<file path="src/rtl/mdu_pkg.sv">
// Shared definitions for the iterative multiply/divide unit and its decoders.
package mdu_pkg;

  localparam int unsigned XLEN  = 32;
  localparam int unsigned ITERS = 32;

  typedef enum logic [1:0] {
    OP_MULT  = 2'b00,
    OP_MULTU = 2'b01,
    OP_DIV   = 2'b10,
    OP_DIVU  = 2'b11
  } op_e;

  typedef enum logic [1:0] {
    IDLE = 2'b00,
    CALC = 2'b01,
    FIX  = 2'b10
  } state_e;

endpackage

</file>
<file path="src/rtl/mdu_negate.sv">
// Conditional two's-complement negator.
module mdu_negate #(
  parameter int unsigned W = 32
) (
  input  logic         en_i,
  input  logic [W-1:0] x_i,
  output logic [W-1:0] y_o
);

  assign y_o = en_i ? (~x_i + {{(W-1){1'b0}}, 1'b1}) : x_i;

endmodule

</file>
<file path="src/rtl/mdu.sv">
// Iterative MULT/MULTU/DIV/DIVU unit with architectural HI/LO and MTHI/MTLO.
module mdu #(
  parameter int unsigned XLEN = 32
) (
  input  logic            clk,
  input  logic            rst_n,
  input  logic            start_i,
  input  logic [1:0]      op_i,
  input  logic [XLEN-1:0] a_i,
  input  logic [XLEN-1:0] b_i,
  input  logic [1:0]      hilo_we_i,
  input  logic [XLEN-1:0] wd_i,
  output logic            busy_o,
  output logic            done_o,
  output logic [XLEN-1:0] hi_o,
  output logic [XLEN-1:0] lo_o
);
  import mdu_pkg::*;

  state_e              state_q, state_d;
  logic [2*XLEN-1:0]   acc_q, acc_d;
  logic [5:0]          cnt_q, cnt_d;
  logic [XLEN-1:0]     hi_q, hi_d, lo_q, lo_d;
  logic                busy_q, busy_d, done_q, done_d;

  logic                div_q, neg_res_q, neg_rem_q, divz_q;
  logic [XLEN-1:0]     opb_q, a_q;

  logic                accept;
  logic                op_signed, op_div;
  logic [XLEN-1:0]     a_mag, b_mag;
  logic [XLEN:0]       mul_sum;
  logic [XLEN+1:0]     trial;
  logic [2*XLEN-1:0]   mul_next, div_next, prod_fix;
  logic [XLEN-1:0]     quot_fix, rem_fix;

  assign op_signed = (op_i == OP_MULT) || (op_i == OP_DIV);
  assign op_div    = (op_i == OP_DIV)  || (op_i == OP_DIVU);

  mdu_negate #(.W(XLEN)) u_neg_a (
    .en_i (op_signed & a_i[XLEN-1]), .x_i (a_i), .y_o (a_mag)
  );
  mdu_negate #(.W(XLEN)) u_neg_b (
    .en_i (op_signed & b_i[XLEN-1]), .x_i (b_i), .y_o (b_mag)
  );

  // Multiply keeps the multiplier in the low half and shifts the sum in from the top.
  assign mul_sum  = {1'b0, acc_q[2*XLEN-1:XLEN]} + (acc_q[0] ? {1'b0, opb_q} : '0);
  assign mul_next = {mul_sum, acc_q[XLEN-1:1]};

  // Shifted remainder can reach XLEN+1 bits; the extra guard bit gives the borrow.
  assign trial    = {1'b0, acc_q[2*XLEN-1:XLEN-1]} - {2'b00, opb_q};
  assign div_next = trial[XLEN+1] ? {acc_q[2*XLEN-2:0], 1'b0}
                                  : {trial[XLEN-1:0], acc_q[XLEN-2:0], 1'b1};

  mdu_negate #(.W(2*XLEN)) u_neg_prod (
    .en_i (neg_res_q), .x_i (acc_q), .y_o (prod_fix)
  );
  mdu_negate #(.W(XLEN)) u_neg_quot (
    .en_i (neg_res_q), .x_i (acc_q[XLEN-1:0]), .y_o (quot_fix)
  );
  mdu_negate #(.W(XLEN)) u_neg_rem (
    .en_i (neg_rem_q), .x_i (acc_q[2*XLEN-1:XLEN]), .y_o (rem_fix)
  );

  always_comb begin
    state_d = state_q;
    acc_d   = acc_q;
    cnt_d   = cnt_q;
    hi_d    = hi_q;
    lo_d    = lo_q;
    busy_d  = busy_q;
    done_d  = 1'b0;
    accept  = 1'b0;
    unique case (state_q)
      IDLE: begin
        if (hilo_we_i[1]) hi_d = wd_i;
        if (hilo_we_i[0]) lo_d = wd_i;
        if (start_i) begin
          accept  = 1'b1;
          state_d = CALC;
          busy_d  = 1'b1;
          cnt_d   = '0;
          acc_d   = {{XLEN{1'b0}}, (op_div ? a_mag : b_mag)};
        end
      end
      CALC: begin
        acc_d = div_q ? div_next : mul_next;
        cnt_d = cnt_q + 6'd1;
        if (cnt_q == 6'(ITERS - 1)) state_d = FIX;
      end
      FIX: begin
        state_d = IDLE;
        busy_d  = 1'b0;
        done_d  = 1'b1;
        if (!div_q) begin
          hi_d = prod_fix[2*XLEN-1:XLEN];
          lo_d = prod_fix[XLEN-1:0];
        end else if (divz_q) begin
          hi_d = a_q;
          lo_d = '1;
        end else begin
          hi_d = rem_fix;
          lo_d = quot_fix;
        end
      end
      default: state_d = IDLE;
    endcase
  end

  always_ff @(posedge clk or negedge rst_n) begin
    if (!rst_n) begin
      state_q <= IDLE;
      acc_q   <= '0;
      cnt_q   <= '0;
      hi_q    <= '0;
      lo_q    <= '0;
      busy_q  <= 1'b0;
      done_q  <= 1'b0;
    end else begin
      state_q <= state_d;
      acc_q   <= acc_d;
      cnt_q   <= cnt_d;
      hi_q    <= hi_d;
      lo_q    <= lo_d;
      busy_q  <= busy_d;
      done_q  <= done_d;
    end
  end

  always_ff @(posedge clk or negedge rst_n) begin
    if (!rst_n) begin
      div_q     <= 1'b0;
      neg_res_q <= 1'b0;
      neg_rem_q <= 1'b0;
      divz_q    <= 1'b0;
      opb_q     <= '0;
      a_q       <= '0;
    end else if (accept) begin
      div_q     <= op_div;
      neg_res_q <= op_signed & (a_i[XLEN-1] ^ b_i[XLEN-1]);
      neg_rem_q <= op_signed & a_i[XLEN-1];
      divz_q    <= op_div & (b_i == '0);
      opb_q     <= op_div ? b_mag : a_mag;
      a_q       <= a_i;
    end
  end

  assign busy_o = busy_q;
  assign done_o = done_q;
  assign hi_o   = hi_q;
  assign lo_o   = lo_q;

endmodule

</file>
<file path="config.mk">
export PLATFORM = sky130hd
export DESIGN_NAME = mdu
export DESIGN_NICKNAME = d
export VERILOG_FILES = /design/src/rtl/mdu_pkg.sv /design/src/rtl/mdu_negate.sv /design/src/rtl/mdu.sv
export SDC_FILE = /design/constraint.sdc
export NUM_CORES = 1
export LEC_CHECK = 0
export CAP_MARGIN = 20
export CORE_MARGIN = 5
export CORE_UTILIZATION = 60
export CTS_CLUSTER_DIAMETER = 80
export DETAILED_ROUTE_END_ITERATION = 10
export MAX_ROUTING_LAYER = met4
export PLACE_DENSITY = 0.88
export SLEW_MARGIN = 10
export SYNTH_ARGS = -nofsm -noshare
export SYNTH_HDL_FRONTEND = slang
export SYNTH_SLANG_ARGS = --single-unit
</file>
<file path="constraint.sdc">
create_clock -name clk -period 5.73 [get_ports clk]
set_clock_uncertainty 0.15 [all_clocks]
set_input_delay 1.719 -clock clk [delete_from_list [all_inputs] [get_ports clk]]
set_output_delay 1.719 -clock clk [all_outputs]
set_load 0.1 [all_outputs]
</file>
==> impl_metrics.toml <==
[global_route]
grt_pass1_wl_um = 101000
grt_use_total = 0.4216
grt_max_degree = 109
grt-ovfl-total = 0
antenna_found_initial = 0
grt_pass1_vias = 17089

[layout]
fillers = 2213
n_antenna_cell = 0
final_util = 0.7117
stdcell_count = 2685
area_growth_pct = 16.81
fin_nets = 2461
drive_gt1_frac = 0.05202

[synthesis]
synth_area_leaders = "dfrtp_1 (30%), nand2_1 (7.5%), o21ai_0 (7.1%), xnor2_1 (5.2%), ha_1 (5.1%)"
synth_area_um2 = 16970
ys.flop_type = "dfrtp_1"
yosysMostFrequentCell = "nand2_1"
yosys.area_share.simple = 0.2026
async_flop_share = 1.000
ys_seq_area_frac = 0.3037
synth_top_family_by_area = "compound AO/OA/AOI/OAI gates"
synth_top_area_cell = "dfrtp_1"
avgSynthCellArea_um2 = 7.687
syn_inst = 2208
yosysWarnings = 0
synth_adder_area_share = 0.05322
ys_seq_elements = 206
synthMuxAreaShare = 0.04408
yosys-top-cells-count = "nand2_1 (337), o21ai_0 (242), dfrtp_1 (206)"
synth_cell_types = 74
synth-compound-area-share = 0.2635
synth_xor_area_frac = 0.08411
syn-num-nets = 2382
synth_top_area_share = 0.3037
synth_edf_count = 0

[timing]
finalSetupViolations = 0
fin_tns_setup_ns = 0
tightest_slew_ns = 1.080
max_freq_mhz = 207.1
fin_crit_sh = 0.8428
final_hold_viol_count = 0
drv_slew = 0
period_minus_slack_ns = 4.829
max_slew_margin = 0.2789
setup_ws_ns = 0.9008
rsz0062_at_grt = "no"

[route]
wl_met2_um = 27370
wl_met1_um = 26210
drcViolationCount = 0
top_layer = "met4"
wl_per_cell_um = 24.91
viasPerCell = 6.937
initialDrtViolationCount = 2605
routed_wl_um = 66890
met3_length_um = 9171
dr_total_vias = 18627
first_pass_iters = 6
postRouteAntennaNets = 0

[critical_path]
path_depth = 10
reg2reg_depth = 12
crit_type = "in -> reg"
r2r_end = "acc_q[49]$_DFFE_PN0P_"
worstReg2RegStart = "acc_q[31]$_DFFE_PN0P_"
worstPathMaxFanout = 5
critPathRequiredTime_ns = 5.99
crit_path_end_kind = "flip-flop"
critical_path.slowest_cell = "or4_1"
cpLargestDelayFamily = "simple AND/OR/NAND/NOR gates"
cp_num_buf_inv = 1
startpoint = "b_i[8]"
ff2ff_setup_slack_ns = 1.05
cpPeakStageDelay_ns = 0.63
path_cells = "clkdlybuf4s50_1 > or4_1 > or4_1 > or3_1 > nor4_2 > a21oi_1 > xnor2_1 > nand2_1 > a31oi_1 > a21oi_1"
startpoint_type = "primary input"
cp-endpoint = "acc_q[25]$_DFFE_PN0P_"
arrival_ns = 5.09

[clock_network]
clock_sinks = 206
cts_resized = 0
cts_tree = "done"
cts_buffer_depth = 3
path_clk_slew_ns = 0.06
cts_made_buffers = 26
cts_setup_buffers = 0
clk_latency_ns = 0.56
root_buffer = "clkbuf_16"
hold_buffers = 0
htreeDepth = 1

[power_and_ir_drop]
p_per_area_nw_per_um2 = 644.8
power_mw = 12.78
ir_worst_vdd_v = 0.0004671
leakage_nw = 8.434

[worst_hold_path]
hold_class = "reg -> reg"

[floorplan]
die-area_um2 = 31750
die_h_um = 178.2
initial_utilization = 0.6093
rows = 61
placeableCoreArea_um2 = 27860
pin_count = 169
die_x_um = 178.2

[placed_design]
placed_cells = 2636
place_congestion = 1.061
place_ws_ns = 0.4518
hpwlAfterDp_um = 49940
port_buffers = 168

[status]
status = "finished, final reports clean"

[run]
drv_cap = 0
## tightest hold or removal path: stages, from the launching register on
cell and delay, ns:
dfrtp_1 0.34, nand2_1 0.05, nand2_1 0.06
## worst min-delay path by stage
stage / start / to / slack, ns / depth (start not counted)
global route: a_q[4]$_DFFE_PN0P_ / a_q[4]$_DFFE_PN0P_ / 0.35 / 2
global placement: a_q[28]$_DFFE_PN0P_ / a_q[28]$_DFFE_PN0P_ / 0.31 / 2
CTS: a_q[4]$_DFFE_PN0P_ / a_q[4]$_DFFE_PN0P_ / 0.33 / 2
floorplan: a_q[28]$_DFFE_PN0P_ / a_q[28]$_DFFE_PN0P_ / 0.29 / 2
finish: a_q[4]$_DFFE_PN0P_ / a_q[4]$_DFFE_PN0P_ / 0.33 / 2
detailed placement: a_q[4]$_DFFE_PN0P_ / a_q[4]$_DFFE_PN0P_ / 0.31 / 2
## registers in the layout, summed over array words and instances, names as in the netlist, 2 cells and up
register	flops
acc_q	64
a_q	32
hi_o	32
lo_o	32
opb_q	32
cnt_q	6
state_q	2
## routing by layer
layer,GRT usage,vias to the layer above
li1,-,8162
met4,0.1992,0
met3,0.09623,246
met5,-,-
met1,0.5859,8776
met2,0.5836,1443
## layout by cell type (no fill, tap or decap), types with 10 or more instances in the layout
| master | count |
|---|---|
| nand2_1 | 336 |
| o21ai_0 | 242 |
| dfrtp_1 | 205 |
| nor2_1 | 175 |
| clkdlybuf4s50_1 | 166 |
| a21oi_1 | 161 |
| xnor2_1 | 100 |
| ha_1 | 69 |
| mux2i_1 | 68 |
| xor2_1 | 63 |
| inv_1 | 59 |
| nand3_1 | 55 |
| nor3_1 | 37 |
| a21o_1 | 36 |
| buf_4 | 35 |
| o211ai_1 | 34 |
| o31ai_1 | 32 |
| o22ai_1 | 31 |
| or3_1 | 29 |
| clkbuf_16 | 26 |
| a22oi_1 | 24 |
| a211oi_1 | 23 |
| o221ai_1 | 22 |
| or4_1 | 20 |
| nor4_1 | 20 |
| and3_1 | 17 |
| o41ai_1 | 16 |
| a31oi_1 | 15 |
| nand2b_1 | 14 |
| nor2b_1 | 13 |
| nand4_1 | 13 |
| o21a_1 | 12 |
| or2_2 | 10 |
## area by class of cell
cell class,count,area [µm²],area share
inverter,60,225.2,0.01136
clock buffer,32,713.2,0.03597
sequential,206,5156,0.2601
tap,378,473.0,0.02385
multi-input combinational,1789,11030,0.5564
clock inverter,16,265.3,0.01338
timing repair buffer,204,1963,0.09902
## metrics by stage
step	hold slack [ns]	cell area [µm²]
floorplan	0.2903	16970
global placement	0.3074	18830
detailed placement	0.3149	18830
CTS	0.3291	19810
global route	0.3479	19830
finish	0.3284	19830
## kinds of logic (layout without fill, tap and decap cells)
kind of cell,count (synthesis),count (layout)
buf+inv,213,312
fa+ha+maj,71,71
simple gates,762,762
flops,206,206
compound gates,719,719
mux,74,74
xor+xnor,163,163
## power breakdown
group          leakage, nW  switching [mW]  total [mW]  internal, mW
logic                 5.44            5.06        7.87          2.82
registers             2.52           0.998        3.03          2.03
clock network        0.473           0.717        1.88          1.16
Power figures use the tool's default switching activity.
